**src/rtl/gcm_tag_verifier.sv**
```systemverilog
// gcm_tag_verifier: GHASH accumulator with a bit-serial GF(2^128) multiplier.
// The computed tag (GHASH XOR E(K,J0)) is compared against a received tag.
// All 128-bit vectors use [0:127] ordering, so index 0 is the MSB. The
// multiplier bit numbering and the >>1 shift therefore match the GCM
// definition directly.
module gcm_tag_verifier (
   input  logic         clk,
   input  logic         i_rst_n,
   input  logic         i_start,
   input  logic [0:127] i_h,
   input  logic [0:127] i_encrypted_j0,
   input  logic         i_valid,
   input  logic [0:127] i_data,
   input  logic         i_last,
   input  logic [0:127] i_expected_tag,
   output logic         o_ready,
   output logic         o_busy,
   output logic         o_done,
   output logic [0:127] o_tag,
   output logic         o_auth_ok
);

   // Reduction constant: 11100001 followed by 120 zero bits.
   localparam logic [0:127] R_POLY = {8'he1, 120'd0};

   typedef enum logic [1:0] {
      S_IDLE  = 2'd0,
      S_WAIT  = 2'd1,
      S_MULT  = 2'd2,
      S_FINAL = 2'd3
   } state_t;

   state_t       r_state;
   state_t       w_next;

   logic [0:127] r_h;
   logic [0:127] r_ej0;
   logic [0:127] r_s;
   logic [0:127] r_x;
   logic [0:127] r_z;
   logic [0:127] r_v;
   logic [0:127] r_exp_tag;
   logic [0:127] r_tag;
   logic         r_last;
   logic         r_done;
   logic         r_auth_ok;
   logic [6:0]   r_cnt;

   logic [0:127] w_z_next;
   logic [0:127] w_v_next;
   logic [0:127] w_tag_calc;
   logic         w_accept;
   logic         w_mult_end;

   assign w_accept   = (r_state == S_WAIT) && i_valid && !i_start;
   assign w_mult_end = (r_state == S_MULT) && (r_cnt == 7'd127);

   // One multiplier step: conditional accumulate, then shift V with reduction.
   assign w_z_next   = r_x[r_cnt] ? (r_z ^ r_v) : r_z;
   assign w_v_next   = r_v[127] ? ((r_v >> 1) ^ R_POLY) : (r_v >> 1);
   assign w_tag_calc = r_s ^ r_ej0;

   assign o_ready   = (r_state == S_WAIT);
   assign o_busy    = (r_state != S_IDLE);
   assign o_done    = r_done;
   assign o_tag     = r_tag;
   assign o_auth_ok = r_auth_ok;

   // State register.
   always_ff @(posedge clk or negedge i_rst_n) begin
      if (!i_rst_n) r_state <= S_IDLE;
      else          r_state <= w_next;
   end

   // Next-state logic; i_start restarts the message from any state.
   always_comb begin
      w_next = r_state;
      if (i_start) begin
         w_next = S_WAIT;
      end else begin
         case (r_state)
            S_WAIT:  if (i_valid)    w_next = S_MULT;
            S_MULT:  if (w_mult_end) w_next = r_last ? S_FINAL : S_WAIT;
            S_FINAL: w_next = S_IDLE;
            default: w_next = r_state;
         endcase
      end
   end

   // Datapath: key load, block absorb, 128-step multiply, and tag finalisation.
   always_ff @(posedge clk or negedge i_rst_n) begin
      if (!i_rst_n) begin
         r_h       <= '0;
         r_ej0     <= '0;
         r_s       <= '0;
         r_x       <= '0;
         r_z       <= '0;
         r_v       <= '0;
         r_exp_tag <= '0;
         r_tag     <= '0;
         r_last    <= 1'b0;
         r_done    <= 1'b0;
         r_auth_ok <= 1'b0;
         r_cnt     <= '0;
      end else if (i_start) begin
         r_h       <= i_h;
         r_ej0     <= i_encrypted_j0;
         r_s       <= '0;
         r_tag     <= '0;
         r_auth_ok <= 1'b0;
         r_done    <= 1'b0;
      end else begin
         r_done <= 1'b0;
         case (r_state)
            S_WAIT: begin
               if (w_accept) begin
                  r_x    <= r_s ^ i_data;
                  r_last <= i_last;
                  if (i_last) r_exp_tag <= i_expected_tag;
                  r_cnt  <= '0;
                  r_z    <= '0;
                  r_v    <= r_h;
               end
            end
            S_MULT: begin
               r_z   <= w_z_next;
               r_v   <= w_v_next;
               r_cnt <= r_cnt + 7'd1;
               if (w_mult_end) r_s <= w_z_next;
            end
            S_FINAL: begin
               r_tag     <= w_tag_calc;
               r_auth_ok <= (w_tag_calc == r_exp_tag);
               r_done    <= 1'b1;
            end
            default: ;
         endcase
      end
   end

endmodule

```
**config.mk**
```make
export PLATFORM = sky130hd
export DESIGN_NAME = gcm_tag_verifier
export DESIGN_NICKNAME = d
export VERILOG_FILES = /design/src/rtl/gcm_tag_verifier.sv
export SDC_FILE = /design/constraint.sdc
export NUM_CORES = 2
export LEC_CHECK = 0
export ABC_AREA = 1
export CAP_MARGIN = 20
export CORE_MARGIN = 2
export CORE_UTILIZATION = 50
export CTS_CLUSTER_DIAMETER = 40
export DETAILED_ROUTE_END_ITERATION = 8
export HOLD_SLACK_MARGIN = 0.08
export PLACE_DENSITY = 0.86
export SKIP_LAST_GASP = 1
export SLEW_MARGIN = 40
export SYNTH_ARGS = -nofsm -noshare
export SYNTH_HDL_FRONTEND = slang
export SYNTH_SLANG_ARGS = --single-unit
```
**constraint.sdc**
```tcl
create_clock -name clk -period 1.9 [get_ports clk]
set_input_delay 0.38 -clock clk [delete_from_list [all_inputs] [get_ports clk]]
set_output_delay 0.38 -clock clk [all_outputs]
set_load 0.01 [all_outputs]
```
Yosys cells after proc, flatten, opt, wreduce, memory -nomap -nowiden
Cells that the tools add are included.
{ "totals": {"output_inout_bits": 132, "regBits": 1036, "input_bits": 517} }
{ "op_classes": {"eq_ne": 8, "mux": 25, "addsub": 1, "order_cmp": 1, "n_reduce_logical": 15, "bitwise_logic": 6} }
{ "op_table": {"columns": ["operator", "count"], "rows": [
  ["128-bit two-way mux", 9],
  ["128-bit case mux with 2 select lines", 2],
  ["128-bit bitwise XOR", 3],
  ["128-bit == test", 1],
  ["7-bit case mux with 2 select lines", 1],
  ["2-bit nonzero test", 5],
  ["3-bit AND reduction", 3],
  ["8-bit greater-or-equal comparator (second input constant)", 1],
  ["2-bit two-way mux", 4],
  ["7-bit NOT with 8-bit output", 1],
  ["7-bit by 1-bit adder with 7-bit output (second input constant)", 1],
  ["1-bit binary-select mux with 7-bit select", 1],
  ["7-bit == test (second input constant)", 1],
  ["7-bit two-way mux", 1],
  ["1-bit two-way mux", 6],
  ["3-bit != test (second input constant)", 2],
  ["2-bit case mux with 3 select lines", 1],
  ["2-bit == test (second input constant)", 2],
  ["3-bit NOT with 4-bit output", 1],
  ["4-bit AND reduction", 1],
  ["4-bit nonzero test", 1],
  ["1-bit logical AND", 3],
  ["2-bit by 1-bit == test with 1-bit output (second input constant)", 1],
  ["2-bit by 1-bit != test with 1-bit output (second input constant)", 1],
  ["other kinds (3)", 3]
]} }

Logic depth before layout (Yosys ltp)
{ "logic_depth": {"depth_word": 8, "ltp_mapped": 18, "mapped_depth_nobuf": 15} }

Least setup slack after synthesis
OpenSTA, ideal clock, no wires.
{ "synth_timing": {"path_kind": "input port to flip-flop", "startpoint": "input port i_start", "endpoint": "register r_cnt[4]", "arrival_time_ps": 1883, "path_slack_ps": -110, "cell_stages": 12, "n_path_buf": 2, "path_cell_list": "clkbuf_1 > nor2_1 > inv_1 > nor2_1 > clkinv_1 > nand2_1 > buf_2 > nand2_1 > nor2_1 > nand2_1 > o21ai_0 > a21oi_1"} }
{ "synth_via": {"elab_chain_cells": 4, "elab_cells_between_ends": 5} }
{ "synth_lines": {"columns": ["item", "line", "source"], "rows": [
  ["start, declared", "9", "input logic i_start,"],
  ["1-bit logical NOT", "55", "assign w_accept = (r_state == S_WAIT) && i_valid && !i_start;"],
  ["1-bit logical AND", "55", null],
  ["2-bit by 1-bit != test with 1-bit output (no source line)", null, null],
  ["3-bit AND reduction (no source line) (*)", null, null],
  ["end signal, assigned", "128", "r_cnt <= r_cnt + 7'd1;"],
  ["end, declared", "47", "logic [6:0] r_cnt;"]
]} }
Mark *: on every way between the ends. The rest lies on a longest branch, timed or not.
A chain may end at the register's enable or synchronous reset.

Worst setup path after layout
{ "layout_timing": {"startpoint": "register r_cnt[0]", "endpoint": "register r_z[39] (netlist bit)"} }
{ "layout_via": {"elab_chain_cells": 6} }
{ "layout_lines": {"columns": ["item", "line", "source"], "rows": [
  ["7-bit NOT with 8-bit output (implied by the code)", "59", "assign w_z_next = r_x[r_cnt] ? (r_z ^ r_v) : r_z;"],
  ["1-bit binary-select mux with 7-bit select", "59", null],
  ["1-bit two-way mux (implied by the code) (2 in series)", "59", null],
  ["128-bit two-way mux", "59", null],
  ["128-bit case mux with 2 select lines", "114", "case (r_state)"],
  ["end signal, assigned", "126", "r_z <= w_z_next;"],
  ["end, declared", "40", "logic [0:127] r_z;"]
]} }
No other way between the ends. The select of a mux whose other input is x is not followed.

==> impl_metrics.tcl <==
set metrics [dict create \
    p_seq_share_pct 36.5 \
    cts_num_sinks 1036 \
    clock.fmax_mhz 394 \
    grt_max_degree 131 \
    arrival_ns 3.21 \
    crit_path_end_kind "register" \
    ff2ff_setup_slack_ns -0.64 \
    cp-start-kind "register" \
    htreeDepth 4 \
    p_leak_nw 32.5 \
    drive_gt1_share_pct 14.0 \
    wl_per_cell_um 24.7 \
    crit_path_max_fanout 8 \
    yosysSeqAreaShare_pct 53.9 \
    synth_top_area_cell "dfrtp_1" \
    pwr-share-comb_pct 37.4 \
    core_um2 95200 \
    dp.cells 7601 \
    slowest_delay_ns 0.47 \
    std_cell_rows 113 \
    clockBufferDepth 3 \
    worstMarginPinSlew_ns 0.751 \
    syn2layout_area_growth_pct 35.6 \
    crit_required_ns 2.57 \
    rr_startpoint "r_cnt[0]$_DFFE_PN0P_" \
    failed_checks "negative setup slack" \
    internal_power_mw 59.5 \
    cts_buffers 137 \
    finalSetupViolations 540 \
    die_y_um 314 \
    die_area_um2 98700 \
    die_w_um 314 \
    root_buffer "clkbuf_16" \
    cts_tree "done" \
    ys_ff_latch 1036 \
    drv_cap 0 \
    p_sw_mw 39.4 \
    portBuffers 648 \
    layout_common_cells "2,019 x nand2_1, 1,034 x dfrtp_1, 644 x clkdlybuf4s50_1" \
    grt-ovfl-total 0 \
    grt_usage_pct 37.3 \
    synth_area_leaders "dfrtp_1 54%, nand2_1 16%, xor2_1 5.3%, nand3_1 4.5%, o21ai_0 3.7%" \
    crit_buf_inv 4 \
    gp_congestion 1.02 \
    hold_viol_final 0 \
    rsz0062_at_grt "true" \
    layout_commonest_cell "nand2_1" \
    worst_path_most_repeated_cell "nand2_1" \
    setup-tns-final_ns -172.36 \
    hp-class "input port to async pin" \
    maxSlewViolCount 0 \
    clk_pin_slew_ns 0.06 \
    power.density_nw_per_um2 1520 \
    clock_power_share_pct 26.2 \
    drc 0 \
    grt_pass1_vias 43400 \
    cp_slowest_cell "dfrtp_2" \
    worstSkewPairLatency_ns 0.75 \
    crit_chain "buf_6 -> clkbuf_16 -> a21oi_2 -> o21ai_1 -> nand2_1 -> nor2_1 -> nor2_1 -> nand2_1 -> nand3_2 -> nand3_4 -> nand2_8 -> buf_12 -> clkbuf_16 -> nand2_4 -> nand2_4 -> nand3_2 -> nand2_1" \
    grt_antenna_before_repair 27 \
    first_pass_iters 9 \
    syn_nets 6115 \
    routed_via_density 5.82 \
    critPathKind "register to register" \
    synth_top_area_share_pct 53.9 \
    switching_share_pct 39.8 \
    reg2reg_depth 17 \
    syn_inst 5597 \
    postSynthAreaPerCell_um2 8.59 \
    r2r-end "r_z[39]$_DFFE_PN0P_" \
    maxSlewHeadroom_pct 49.9 \
    vias 46000 \
    fin_cells 7913 \
    drtIter0Drc 6405 \
    hpwl_um 139000 \
    peakVddDrop_mv 0.755 \
    cp_top_family "simple AND/OR/NAND/NOR gates" \
    synthDistinctLibCells 33 \
    ant_nets 0 \
    fin_crit_ns 2.54 \
    yosys_warnings 0 \
    post-route-period-util_pct 134 \
    routed_wl_um 196000 \
    finalClockSkew_ns 0.0337 \
    synth.cell_area_um2 48100 \
    status "finished, violations left" \
    grt_pass1_wl_um 273000 \
    final_nets 7045 \
    initial_core_util_pct 50.5 \
    fin_ws_ns -0.637 \
    io-pin-count 649 \
]
routing by layer:
| layer | global-route usage, % | part of all wire (%) |
|---|---|---|
| met4 | 23.3 | 8.0 |
| met3 | 10.4 | 13 |
| met1 | 49.2 | 36 |
| met2 | 54.5 | 43 |
| met5 | 0 | 0.077 |
worst max-delay path by stage:
stage                               startpoint                    to  slack, ns  cells after the start
final                     r_cnt[0]$_DFFE_PN0P_   r_z[39]$_DFFE_PN0P_      -0.64                     17
after floorplan           r_cnt[0]$_DFFE_PN0P_  r_z[119]$_DFFE_PN0P_      -0.05                     17
after detailed placement  r_cnt[0]$_DFFE_PN0P_   r_s[29]$_DFFE_PN0P_      -0.57                     18
after global routing      r_cnt[0]$_DFFE_PN0P_   r_z[98]$_DFFE_PN0P_      -0.73                     18
after CTS                 r_cnt[0]$_DFFE_PN0P_   r_s[24]$_DFFE_PN0P_      -0.50                     18
after global placement    r_cnt[0]$_DFFE_PN0P_  r_s[111]$_DFFE_PN0P_      -0.53                     16
stage by stage:
step                      setup slack (ns)  area (µm²)  util, %  hold WS, ns  power [mW]
after floorplan                    -0.0540       48100        -       0.0844        50.3
after global placement              -0.526       59100     62.1        0.275        65.7
after detailed placement            -0.567       59100     62.1        0.276        66.9
after CTS                           -0.502       63800     67.1       0.0982        93.0
after global routing                -0.733       65200     68.5        0.115         102
final                               -0.637       65200     68.5       0.0974        98.9
cell usage after synthesis:
cell type,n
clkbuf_1,208
o21ai_1,8
o211ai_1,128
dfrtp_1,1036
nand3_1,430
inv_1,290
ha_1,1
clkinv_1,2
o22ai_1,21
xnor2_1,145
o21ai_0,354
buf_1,28
nor2_1,147
buf_6,11
nor2_2,1
nand4_1,47
a21oi_1,98
buf_4,9
a221oi_1,1
o21bai_1,1
or2_2,7
nand3_2,1
inv_2,8
mux2_2,55
a22o_1,75
buf_2,81
o2bb2ai_1,1
a211oi_1,1
xor2_1,291
nand2_1,2093
nor3b_1,1
a31oi_1,2
nor3_1,15
layout make-up:
type / count / area [µm²]
fill: 6775 / 29900
inverter: 300 / 1150
antenna: 14 / 35.0
multi-input combinational: 3924 / 20300
clock buffer: 172 / 3800
clock inverter: 74 / 746
timing repair buffer: 1128 / 11700
sequential: 1036 / 25900
tap: 1265 / 1580
repair_timing:
item / 4_1_cts / 5_1_grt
endpoints found under the setup margin: 422 / 637
hold buffers: 2 / 0
gates resized for setup: 22 / 188
cloned: 1 / 23
pin swaps: 2 / 76
endpoints found under the hold margin: 394 / 0
buffers inserted: 5 / 21
worst reg2reg max path: cells and delay by family, from the launching register on:
family | cells | cell delay, ns
flip-flops | 1 | 0.47
buffers and inverters | 4 | 0.66
AO/OA/AOI/OAI | 2 | 0.18
AND/OR/NAND/NOR | 11 | 1.14
power groups by stage:
stage / Clock [mW] / Sequential (mW) / Combinational (mW)
2_1_floorplan: 0 / 32.9 / 17.5
3_3_place_gp: 0 / 35.3 / 30.4
3_5_place_dp: 0 / 35.5 / 31.3
4_1_cts: 25.8 / 35.3 / 31.9
5_1_grt: 26.8 / 36.3 / 39.2
6_report: 25.9 / 36.1 / 37.0
registers in the layout, indices dropped and copies added, names as in the netlist:
signal,count
o_tag,128
r_ej0,128
r_exp_tag,128
r_h,128
r_s,128
r_v,128
r_x,128
r_z,128
r_cnt,7
r_state,2
o_auth_ok,1
o_done,1
r_last,1
cells by family (layout without fill, tap and decap cells):
kind of cell	count (synthesis)	count (layout)	synth area share [%]
other	0	14	0
muxes	55	55	1.29
AOI/OAI and AO/OA	690	690	8.52
and+or+nand+nor	2742	2742	22.9
adders and majority gates	1	1	0.0260
buffers and inverters	637	1674	5.43
xor gates and xnor gates	436	436	7.94
DFF	1036	1036	53.9
(Power assumes the default switching activity.)
